==> src/rtl/lq_mem_issue.sv <==
// lq_mem_issue: issues the oldest address-ready load-queue entry to memory and returns its data.
// Optional watchdog on the response wait is enabled with LQ_MEM_TIMEOUT_EN.
module lq_mem_issue #(
    parameter int LQ_SIZE        = 8,
    parameter int TIMEOUT_CYCLES = 255
) (
    input  logic                       i_clock,
    input  logic                       i_reset,
    input  logic                       i_lq_clean,
    input  logic [$clog2(LQ_SIZE)-1:0] i_lq_head_idx,
    input  logic [LQ_SIZE-1:0]         i_lq_entry_pending,
    input  logic [64*LQ_SIZE-1:0]      i_lq_entry_base,
    input  logic [16*LQ_SIZE-1:0]      i_lq_entry_disp,
    output logic                       o_mem_req_valid,
    output logic [63:0]                o_mem_req_addr,
    input  logic                       i_mem_req_ready,
    input  logic                       i_mem_resp_valid,
    input  logic [63:0]                i_mem_resp_data,
    output logic [63:0]                o_lq_mem_data_out,
    output logic [LQ_SIZE-1:0]         o_lq_mem_data_valid,
    output logic                       o_lq_issue_busy,
    output logic                       o_lq_mem_timeout
);
    localparam int IW = $clog2(LQ_SIZE);

    typedef enum logic [2:0] {S_IDLE, S_REQ, S_WAIT, S_DELIVER, S_DRAIN} state_t;

    state_t        r_state, w_next;
    logic [IW-1:0] r_sel_idx, w_sel, w_idx;
    logic          w_any, w_tmo;
    logic [63:0]   r_addr, r_data, w_base, w_addr;
    logic [15:0]   w_disp;

    // Descending scan so the entry closest to the head wins.
    always_comb begin
        w_sel = '0;
        w_any = 1'b0;
        w_idx = '0;
        for (int k = LQ_SIZE - 1; k >= 0; k--) begin
            w_idx = i_lq_head_idx + IW'(k);
            if (i_lq_entry_pending[w_idx]) begin
                w_sel = w_idx;
                w_any = 1'b1;
            end
        end
    end

    assign w_base = i_lq_entry_base[{w_sel, 6'd0} +: 64];
    assign w_disp = i_lq_entry_disp[{w_sel, 4'd0} +: 16];
    assign w_addr = w_base + {{48{w_disp[15]}}, w_disp};

    always_comb begin
        w_next = r_state;
        case (r_state)
            S_IDLE:    w_next = (w_any && !i_lq_clean) ? S_REQ : S_IDLE;
            S_REQ:     w_next = i_lq_clean ? S_IDLE : i_mem_req_ready ? S_WAIT : S_REQ;
            S_WAIT:    w_next = i_mem_resp_valid ? (i_lq_clean ? S_IDLE : S_DELIVER) :
                                w_tmo ? S_IDLE : i_lq_clean ? S_DRAIN : S_WAIT;
            S_DELIVER: w_next = S_IDLE;
            S_DRAIN:   w_next = (i_mem_resp_valid || w_tmo) ? S_IDLE : S_DRAIN;
            default:   w_next = S_IDLE;
        endcase
    end

    always_ff @(posedge i_clock or posedge i_reset) begin
        if (i_reset) begin
            r_state   <= S_IDLE;
            r_sel_idx <= '0;
            r_addr    <= '0;
            r_data    <= '0;
        end else begin
            r_state <= w_next;
            if (r_state == S_IDLE && w_next == S_REQ) begin
                r_sel_idx <= w_sel;
                r_addr    <= w_addr;
            end
            if (r_state == S_WAIT && i_mem_resp_valid)
                r_data <= i_mem_resp_data;
        end
    end

    assign o_mem_req_valid     = (r_state == S_REQ);
    assign o_mem_req_addr      = r_addr;
    assign o_lq_mem_data_out   = r_data;
    assign o_lq_issue_busy     = (r_state != S_IDLE);
    assign o_lq_mem_data_valid = (r_state == S_DELIVER && !i_lq_clean) ?
                                 (LQ_SIZE'(1) << r_sel_idx) : '0;

`ifdef LQ_MEM_TIMEOUT_EN
    localparam int CW = (TIMEOUT_CYCLES > 255) ? $clog2(TIMEOUT_CYCLES + 1) : 8;

    logic [CW-1:0] r_cnt;
    logic          r_timeout;

    // Counter restarts on every state change, so it holds cycles spent in the current state.
    assign w_tmo = (r_state == S_WAIT || r_state == S_DRAIN) && !i_mem_resp_valid &&
                   (r_cnt == CW'(TIMEOUT_CYCLES - 1));

    always_ff @(posedge i_clock or posedge i_reset) begin
        if (i_reset) begin
            r_cnt     <= '0;
            r_timeout <= 1'b0;
        end else begin
            r_cnt     <= (w_next != r_state) ? '0 : r_cnt + CW'(1);
            r_timeout <= r_timeout | w_tmo;
        end
    end

    assign o_lq_mem_timeout = r_timeout;
`else
    assign w_tmo = 1'b0;
    // No watchdog in this build; the limit only participates to keep the interface uniform.
    assign o_lq_mem_timeout = (TIMEOUT_CYCLES < 0);
`endif
endmodule

==> config.mk <==
export PLATFORM = sky130hd
export DESIGN_NAME = lq_mem_issue
export DESIGN_NICKNAME = d
export VERILOG_FILES = /design/src/rtl/lq_mem_issue.sv
export SDC_FILE = /design/constraint.sdc
export NUM_CORES = 1
export LEC_CHECK = 0
export CORE_AREA = 2 2 332 334
export DETAILED_ROUTE_END_ITERATION = 12
export DIE_AREA = 0 0 334 336
export GPL_TIMING_DRIVEN = 0
export HOLD_SLACK_MARGIN = 0.06
export PLACE_DENSITY = 0.43
export SLEW_MARGIN = 20
export SYNTH_ARGS = -nofsm -noshare
export SYNTH_HDL_FRONTEND = slang
export SYNTH_SLANG_ARGS = --single-unit
==> constraint.sdc <==
create_clock -name i_clock -period 7.5 [get_ports i_clock]
set_input_delay 1.5 -clock i_clock [delete_from_list [all_inputs] [get_ports i_clock]]
set_output_delay 1.5 -clock i_clock [all_outputs]
set_load 0.02 [all_outputs]
After elaboration in Yosys (flattened, before gate mapping):

Cells that the tools add are included.

* memory bits (read-only): 0
* logic and storage cells: 76
* latch bits: 0
* memories kept: 0
* input bits: 720
* memory bits (writable): 0
* output and inout bits: 139
* bits in registers: 134

* bitwise gates (word level): 0
* shift-type cells: 3
* order comparisons: 8
* reduce and logical (&&, ||, !) cells: 7
* multipliers: 0
* equal/unequal tests: 5
* muxes and demuxes: 41
* divide/modulo/power cells: 0
* add/subtract/negate cells: 8

Operator list (count)
* indexed part select 512 x 10 -> 64 bit: 1
* indexed part select 128 x 8 -> 16 bit: 1
* adder 64 bit: 1
* two-way mux 3 bit: 11
* less-than comparator 3 x 4 -> 1 bit, second input constant: 8
* binary-select mux 1 bit (select 3 bit): 8
* two-way mux 1 bit: 17
* adder 3 bit, second input constant: 4
* case mux 3 bit (4 select lines): 1
* two-way mux 8 bit: 1
* left shift 1 x 3 -> 8 bit, first input constant: 1
* adder 3 x 2 -> 3 bit, second input constant: 2
* equality test 3 x 1 -> 1 bit, second input constant: 2
* equality test 3 x 2 -> 1 bit, second input constant: 2
* two-way mux 2 bit: 3
* logical AND 1 bit: 4
* adder 3 x 1 -> 3 bit, second input constant: 1
* equality test 3 bit, second input constant: 1
* logical NOT 3 bit: 1
* nonzero test 3 bit: 1
* logical NOT 1 bit: 1

Depth between registers and ports, before layout:

* word-level depth: 16
* mapped depth: 34
* depth with buffers taken out: 26

Worst setup path after synthesis:

Ideal clock, no wire load.

* path type: input -> register
* start: in i_lq_head_idx[1]
* end: reg r_addr[62] (netlist: o_mem_req_addr[62])
* path buffers: 6
* setup slack: -0.307 ns
* cell stages on the path: 32
* library setup time: 0.129 ns
* arrival: 7.678 ns
* cells stage by stage: buf_2 > clkinv_1 > ha_1 > clkbuf_1 > mux4_2 > a22oi_2 > nor2_1 > o32ai_2 > a31oi_1 > o22a_1 > buf_6 > buf_6 > buf_2 > buf_2 > nand2_1 > nand2_1 > o211ai_1 > o21ai_0 > ha_1 > fa_1 > a21o_1 > a21oi_1 > o31ai_1 > a31oi_1 > a211oi_1 > nor4_1 > o21ai_1 > a31oi_1 > o21ai_1 > a311oi_1 > xor2_1 > o21ai_1

* longest elaborated chain between the ends: 16
* elaborated cells on any way between the ends: 47
* those cells by class: 8 x add/sub; 1 x eq/ne; 2 x shift; 34 x mux; 2 x reduce/logical

Ends and longest elaborated chain
* from (decl): RTL line 10 `input logic [$clog2(LQ_SIZE)-1:0] i_lq_head_idx,`
* parallel branches: the longest is 16 deep, another holds adder 3 bit
* to (signal assigned): RTL line 75 `r_addr <= w_addr;`
* to (decl): RTL line 31 `logic [63:0] r_addr, r_data, w_base, w_addr;`

Parallel ways; which one is timed is not known. The select of a mux whose other input is x is not followed.
A chain may end at the register's enable or synchronous reset.

Final worst setup path:

* start: in i_lq_head_idx[1]
* end: reg r_addr[57] (netlist: o_mem_req_addr[57])

The elaborated chain is that of the path after synthesis.

==> report_table.html <==
<table>
<tr><th>Metric</th><th>Value</th></tr>
<tr><th colspan="2">Clocking</th></tr>
<tr><td>TritonCTS clock tree</td><td>done</td></tr>
<tr><td>Clock root buffer</td><td>clkbuf_16</td></tr>
<tr><td>CTS max path bufs</td><td>2</td></tr>
<tr><td>Number of CTS-inserted buffers</td><td>17</td></tr>
<tr><td>H-Tree Level Count</td><td>4</td></tr>
<tr><td>CTS sink cnt</td><td>~130</td></tr>
<tr><td>Skew-Pair Late Insertion Delay</td><td>between 0.4 and 0.5 ns</td></tr>
<tr><td>Clock transition at the register clock pins on the worst setup and hold paths after CTS</td><td>around 0.070 ns</td></tr>
<tr><th colspan="2">Finish</th></tr>
<tr><td>Final net count</td><td>3987</td></tr>
<tr><td>Most common cell after layout, fill and taps aside</td><td>nand2_1</td></tr>
<tr><td>Non-filler instance count after layout</td><td>4646</td></tr>
<tr><td>Commonest cells after routing, fill and taps aside</td><td>883 x nand2_1, 846 x clkdlybuf4s50_1, 179 x o21ai_0</td></tr>
<tr><td>Share of final-layout standard cells stronger than drive strength 1</td><td>0.149</td></tr>
<tr><td>Post-route design area</td><td>about 28000 µm²</td></tr>
<tr><td>Area growth from synthesis to final layout</td><td>93.5%</td></tr>
<tr><td>Fillers</td><td>about 12k</td></tr>
<tr><th colspan="2">Synthesis</th></tr>
<tr><td>Sequential cell area fraction in the yosys report</td><td>0.229</td></tr>
<tr><td>Net count after synthesis</td><td>about 3k</td></tr>
<tr><td>Number of storage elements in the synthesis netlist</td><td>approximately 130</td></tr>
<tr><td>Number of standard cells after synthesis</td><td>2217</td></tr>
<tr><td>Portion of synthesized cell area occupied by the leading cell type</td><td>0.230</td></tr>
<tr><td>Number of synthesized flops with an enable pin</td><td>0</td></tr>
<tr><td>Mapped Avg Cell Area</td><td>between 6 and 7 µm²</td></tr>
<tr><td>Warnings from Yosys</td><td>0</td></tr>
<tr><td>Post-synthesis cell area</td><td>~15000 µm²</td></tr>
<tr><td>Largest cells by area after synthesis</td><td>nand2_1 23%, dfrtp_1 23%, o21ai_0 8.1%</td></tr>
<tr><td>Post-synthesis cell type count</td><td>between 70 and 80</td></tr>
<tr><td>Flip-flop cell with the highest count after synthesis</td><td>dfrtp_1</td></tr>
<tr><td>Cell accounting for the most synthesized area</td><td>nand2_1</td></tr>
<tr><td>Async set or reset register ratio after synthesis</td><td>1.00</td></tr>
<tr><th colspan="2">Detailed routing</th></tr>
<tr><td>Antenna Nets Post-Route</td><td>0</td></tr>
<tr><td>Per-cell routed wire length</td><td>25.6 µm</td></tr>
<tr><td>DRC marker count from the first detailed-route iteration</td><td>between 1k and 1.5k</td></tr>
<tr><td>Detailed-route via count</td><td>20.2k</td></tr>
<tr><td>Sum of routed wire length over all layers</td><td>119 mm</td></tr>
<tr><td>Via density per instance</td><td>roughly 4.3</td></tr>
<tr><td>Drt first pass iters</td><td>5</td></tr>
<tr><td>DR DRC count</td><td>0</td></tr>
<tr><th colspan="2">Pwr</th></tr>
<tr><td>Total leakage power</td><td>roughly 12 nW</td></tr>
<tr><td>Max IR drop VDD</td><td>174 µV</td></tr>
<tr><td>Overall power consumption</td><td>a little under 0.009 W</td></tr>
<tr><td>Power density over cell area</td><td>around 310 nW/µm²</td></tr>
<tr><th colspan="2">Floorplanning</th></tr>
<tr><td>X dimension of the die</td><td>~330 µm</td></tr>
<tr><td>Ports</td><td>roughly 860</td></tr>
<tr><td>Std-Cell Rows</td><td>approximately 120</td></tr>
<tr><td>Placeable core region</td><td>about 110000 µm²</td></tr>
<tr><td>Initial standard-cell utilization of the core</td><td>0.135</td></tr>
<tr><td>Die ar.</td><td>112000 µm²</td></tr>
<tr><td>Die Ht</td><td>roughly 340 µm</td></tr>
<tr><th colspan="2">Critical path</th></tr>
<tr><td>Maximum fanout encountered on the critical timing path</td><td>6</td></tr>
<tr><td>Required time at the endpoint of the critical path</td><td>7.84 ns</td></tr>
<tr><td>Cell with the largest stage delay on the worst path</td><td>o41ai_4</td></tr>
<tr><td>Reg2Reg Launch Point</td><td>r_state[0]$_DFF_PP0_</td></tr>
<tr><td>Library cell appearing most often on the critical path</td><td>buf_6</td></tr>
<tr><td>Delay of the slowest critical-path stage</td><td>about 0.58 ns</td></tr>
<tr><td>Endpoint of the lowest-slack register-to-register path</td><td>o_mem_req_addr[54]$_DFFE_PP0P_</td></tr>
<tr><td>Slack of the worst reg-to-reg path</td><td>roughly 4.1 ns</td></tr>
<tr><td>CP Data Arrival Time</td><td>7.76 ns</td></tr>
<tr><td>Kind of start point of the critical path</td><td>primary input</td></tr>
<tr><td>Worst R2R Path Depth</td><td>11</td></tr>
<tr><td>CP Class</td><td>in -&gt; reg</td></tr>
<tr><td>Kind of end point of the critical path</td><td>flip-flop</td></tr>
<tr><th colspan="2">Placed design</th></tr>
<tr><td>Hpwl dp</td><td>96.9 mm</td></tr>
<tr><td>Cell count after placement</td><td>4489</td></tr>
<tr><td>Area of placed instances</td><td>25100 µm²</td></tr>
<tr><td>Buffers added on ports</td><td>between 800 and 900</td></tr>
<tr><td>Global placer's final weighted congestion</td><td>about 0.88</td></tr>
<tr><td>Placement-stage worst setup slack</td><td>-4.21 ns</td></tr>
<tr><th colspan="2">STA</th></tr>
<tr><td>Count of final setup violators</td><td>0</td></tr>
<tr><td>Hold Vio Cnt, Final</td><td>0</td></tr>
<tr><td>Setup Skew</td><td>0.00982 ns</td></tr>
<tr><td>Setup repair after global routing missed its margin</td><td>yes</td></tr>
<tr><td>Post-route worst setup slack</td><td>about 0.080 ns</td></tr>
<tr><td>Hold WS</td><td>a little under 0.5 ns</td></tr>
<tr><td>Final max-slew violation count</td><td>0</td></tr>
<tr><td>Highest attainable clock frequency</td><td>135 MHz</td></tr>
<tr><td>Final critical-path required period</td><td>around 7.4 ns</td></tr>
<tr><td>Worst slew pin tran</td><td>approximately 0.93 ns</td></tr>
<tr><td>Period utilisation layout</td><td>0.989</td></tr>
<tr><td>Relative slew margins</td><td>0.373</td></tr>
<tr><th colspan="2">Global routing</th></tr>
<tr><td>Overall Global Routing Usage</td><td>0.203</td></tr>
<tr><td>Maximum number of pins on one net before global-route repair</td><td>79</td></tr>
<tr><td>Total overflow reported by the global router</td><td>0</td></tr>
<tr><td>Antenna violations before repair</td><td>35</td></tr>
<tr><td>GRT met3 Usage</td><td>0.0670</td></tr>
<tr><td>Met2 layer usage reported by global route</td><td>0.341</td></tr>
<tr><td>Wire length of the first global-routing pass</td><td>approximately 160 mm</td></tr>
<tr><td>Met1 usage</td><td>0.238</td></tr>
<tr><td>Layer with the highest usage</td><td>met2</td></tr>
<tr><td>Number of global-route vias before repair</td><td>about 20k</td></tr>
<tr><th colspan="2">Min path</th></tr>
<tr><td>Worst Hold End</td><td>o_mem_req_addr[22]$_DFFE_PP0P_</td></tr>
<tr><td>Path category of the worst min-delay check</td><td>reg -&gt; reg</td></tr>
<tr><td>Hold Crit Depth</td><td>2</td></tr>
<tr><td>Hold Crit Start</td><td>o_mem_req_addr[22]$_DFFE_PP0P_</td></tr>
<tr><th colspan="2">Flow run</th></tr>
<tr><td>Reported max-cap violation count</td><td>0</td></tr>
<tr><th colspan="2">Status</th></tr>
<tr><td>Run status</td><td>completed</td></tr>
</table>
synthesized netlist by cell type (4+ instances only):
| library cell | instances |
|---|---|
| a21o_1 | 42 |
| nand2b_1 | 9 |
| o21ai_0 | 238 |
| a211oi_1 | 5 |
| buf_1 | 14 |
| a21oi_1 | 59 |
| nor3_1 | 11 |
| xnor2_1 | 30 |
| mux2_2 | 76 |
| o211ai_1 | 83 |
| nand4_1 | 10 |
| buf_6 | 5 |
| inv_1 | 18 |
| mux4_2 | 10 |
| nor2b_1 | 7 |
| o21ai_1 | 16 |
| xor2_1 | 33 |
| nand2_1 | 897 |
| o21bai_1 | 4 |
| dfrtp_1 | 134 |
| mux2i_1 | 17 |
| a31oi_1 | 11 |
| o31ai_1 | 4 |
| nand3_1 | 171 |
| buf_2 | 50 |
| nor2_1 | 32 |
| and3_1 | 5 |
| o21a_1 | 6 |
| ha_1 | 65 |
| clkbuf_1 | 94 |
layer usage:
layer	routed length, µm	part of all wire
met1	47800	0.40
met2	56500	0.48
met3	10600	0.090
met4	3800	0.032
met5	124	0.0010
critical path, delay by kind of cell:
family                   cells  cell delay (ns)
AO/OA/AOI/OAI               14             3.15
buffers and inverters        8             1.02
adder cells (fa/ha/maj)      2             0.69
AND/OR/NAND/NOR              5             0.67
multiplexers                 1             0.37
XOR/XNOR                     1             0.31
repair_timing:
action,CTS,global route
gates resized for setup,387,96
hold buffers,0,0
pin swaps,68,59
buffers inserted,68,40
cloned,10,2
endpoints found under the setup margin,63,21
logic make-up (layout without fill, tap and decap cells):
group | Yosys count | after routing | share of synthesized area
buffers and inverters | 183 | 1178 | 0.0540
other | 1 | 19 | 0.000256
adder cells (fa/ha/maj) | 66 | 66 | 0.0569
multiplexers | 104 | 106 | 0.0864
XOR/XNOR | 63 | 63 | 0.0377
flip-flops | 134 | 134 | 0.229
AO/OA/AOI/OAI | 508 | 508 | 0.214
AND/OR/NAND/NOR | 1158 | 1158 | 0.321
power breakdown:
part           switching (W)  total, W  internal (W)
combinational        0.00376   0.00662       0.00287
clock               0.000405  0.000881      0.000476
sequential          0.000201   0.00127       0.00107
total                0.00436   0.00878       0.00442
worst max path at each step:
stage / endpoint / depth (start not counted) / start / slack [ns]
6_report: o_mem_req_addr[57]$_DFFE_PP0P_ / 31 / i_lq_head_idx[1] / 0.08
5_1_grt: o_mem_req_addr[57]$_DFFE_PP0P_ / 33 / i_lq_head_idx[1] / -0.14
4_1_cts: o_mem_req_addr[62]$_DFFE_PP0P_ / 33 / i_lq_head_idx[0] / -0.05
3_5_place_dp: o_mem_req_addr[62]$_DFFE_PP0P_ / 29 / i_lq_head_idx[1] / -4.21
3_3_place_gp: o_mem_req_addr[62]$_DFFE_PP0P_ / 31 / i_lq_head_idx[1] / -4.50
2_1_floorplan: o_mem_req_addr[62]$_DFFE_PP0P_ / 32 / i_lq_head_idx[1] / 0.05
layout make-up:
cell class	instances	area [µm²]	share of cell area
repair buffers	973	9760	0.344
clock inverters	13	135	0.00477
multi-input cells	1902	11200	0.395
plain buffers	154	1560	0.0549
well taps	1414	1770	0.0624
inverters	19	93.8	0.00331
clock buffers	19	443	0.0156
diodes	18	45.0	0.00159
flip-flops and latches	134	3350	0.118
sequential cells by signal, indices dropped and copies added, names as in the netlist:
name	cells
o_lq_mem_data_out	64
o_mem_req_addr	64
r_sel_idx	3
r_state	3
stage by stage:
stage	TNS (ns)	util
after floorplan	0	-
after global placement	-249.39	0.231
after detailed placement	-170.23	0.231
after CTS	-0.0540	0.255
after global routing	-0.643	0.261
final	0	0.261
(Power assumes the default switching activity.)
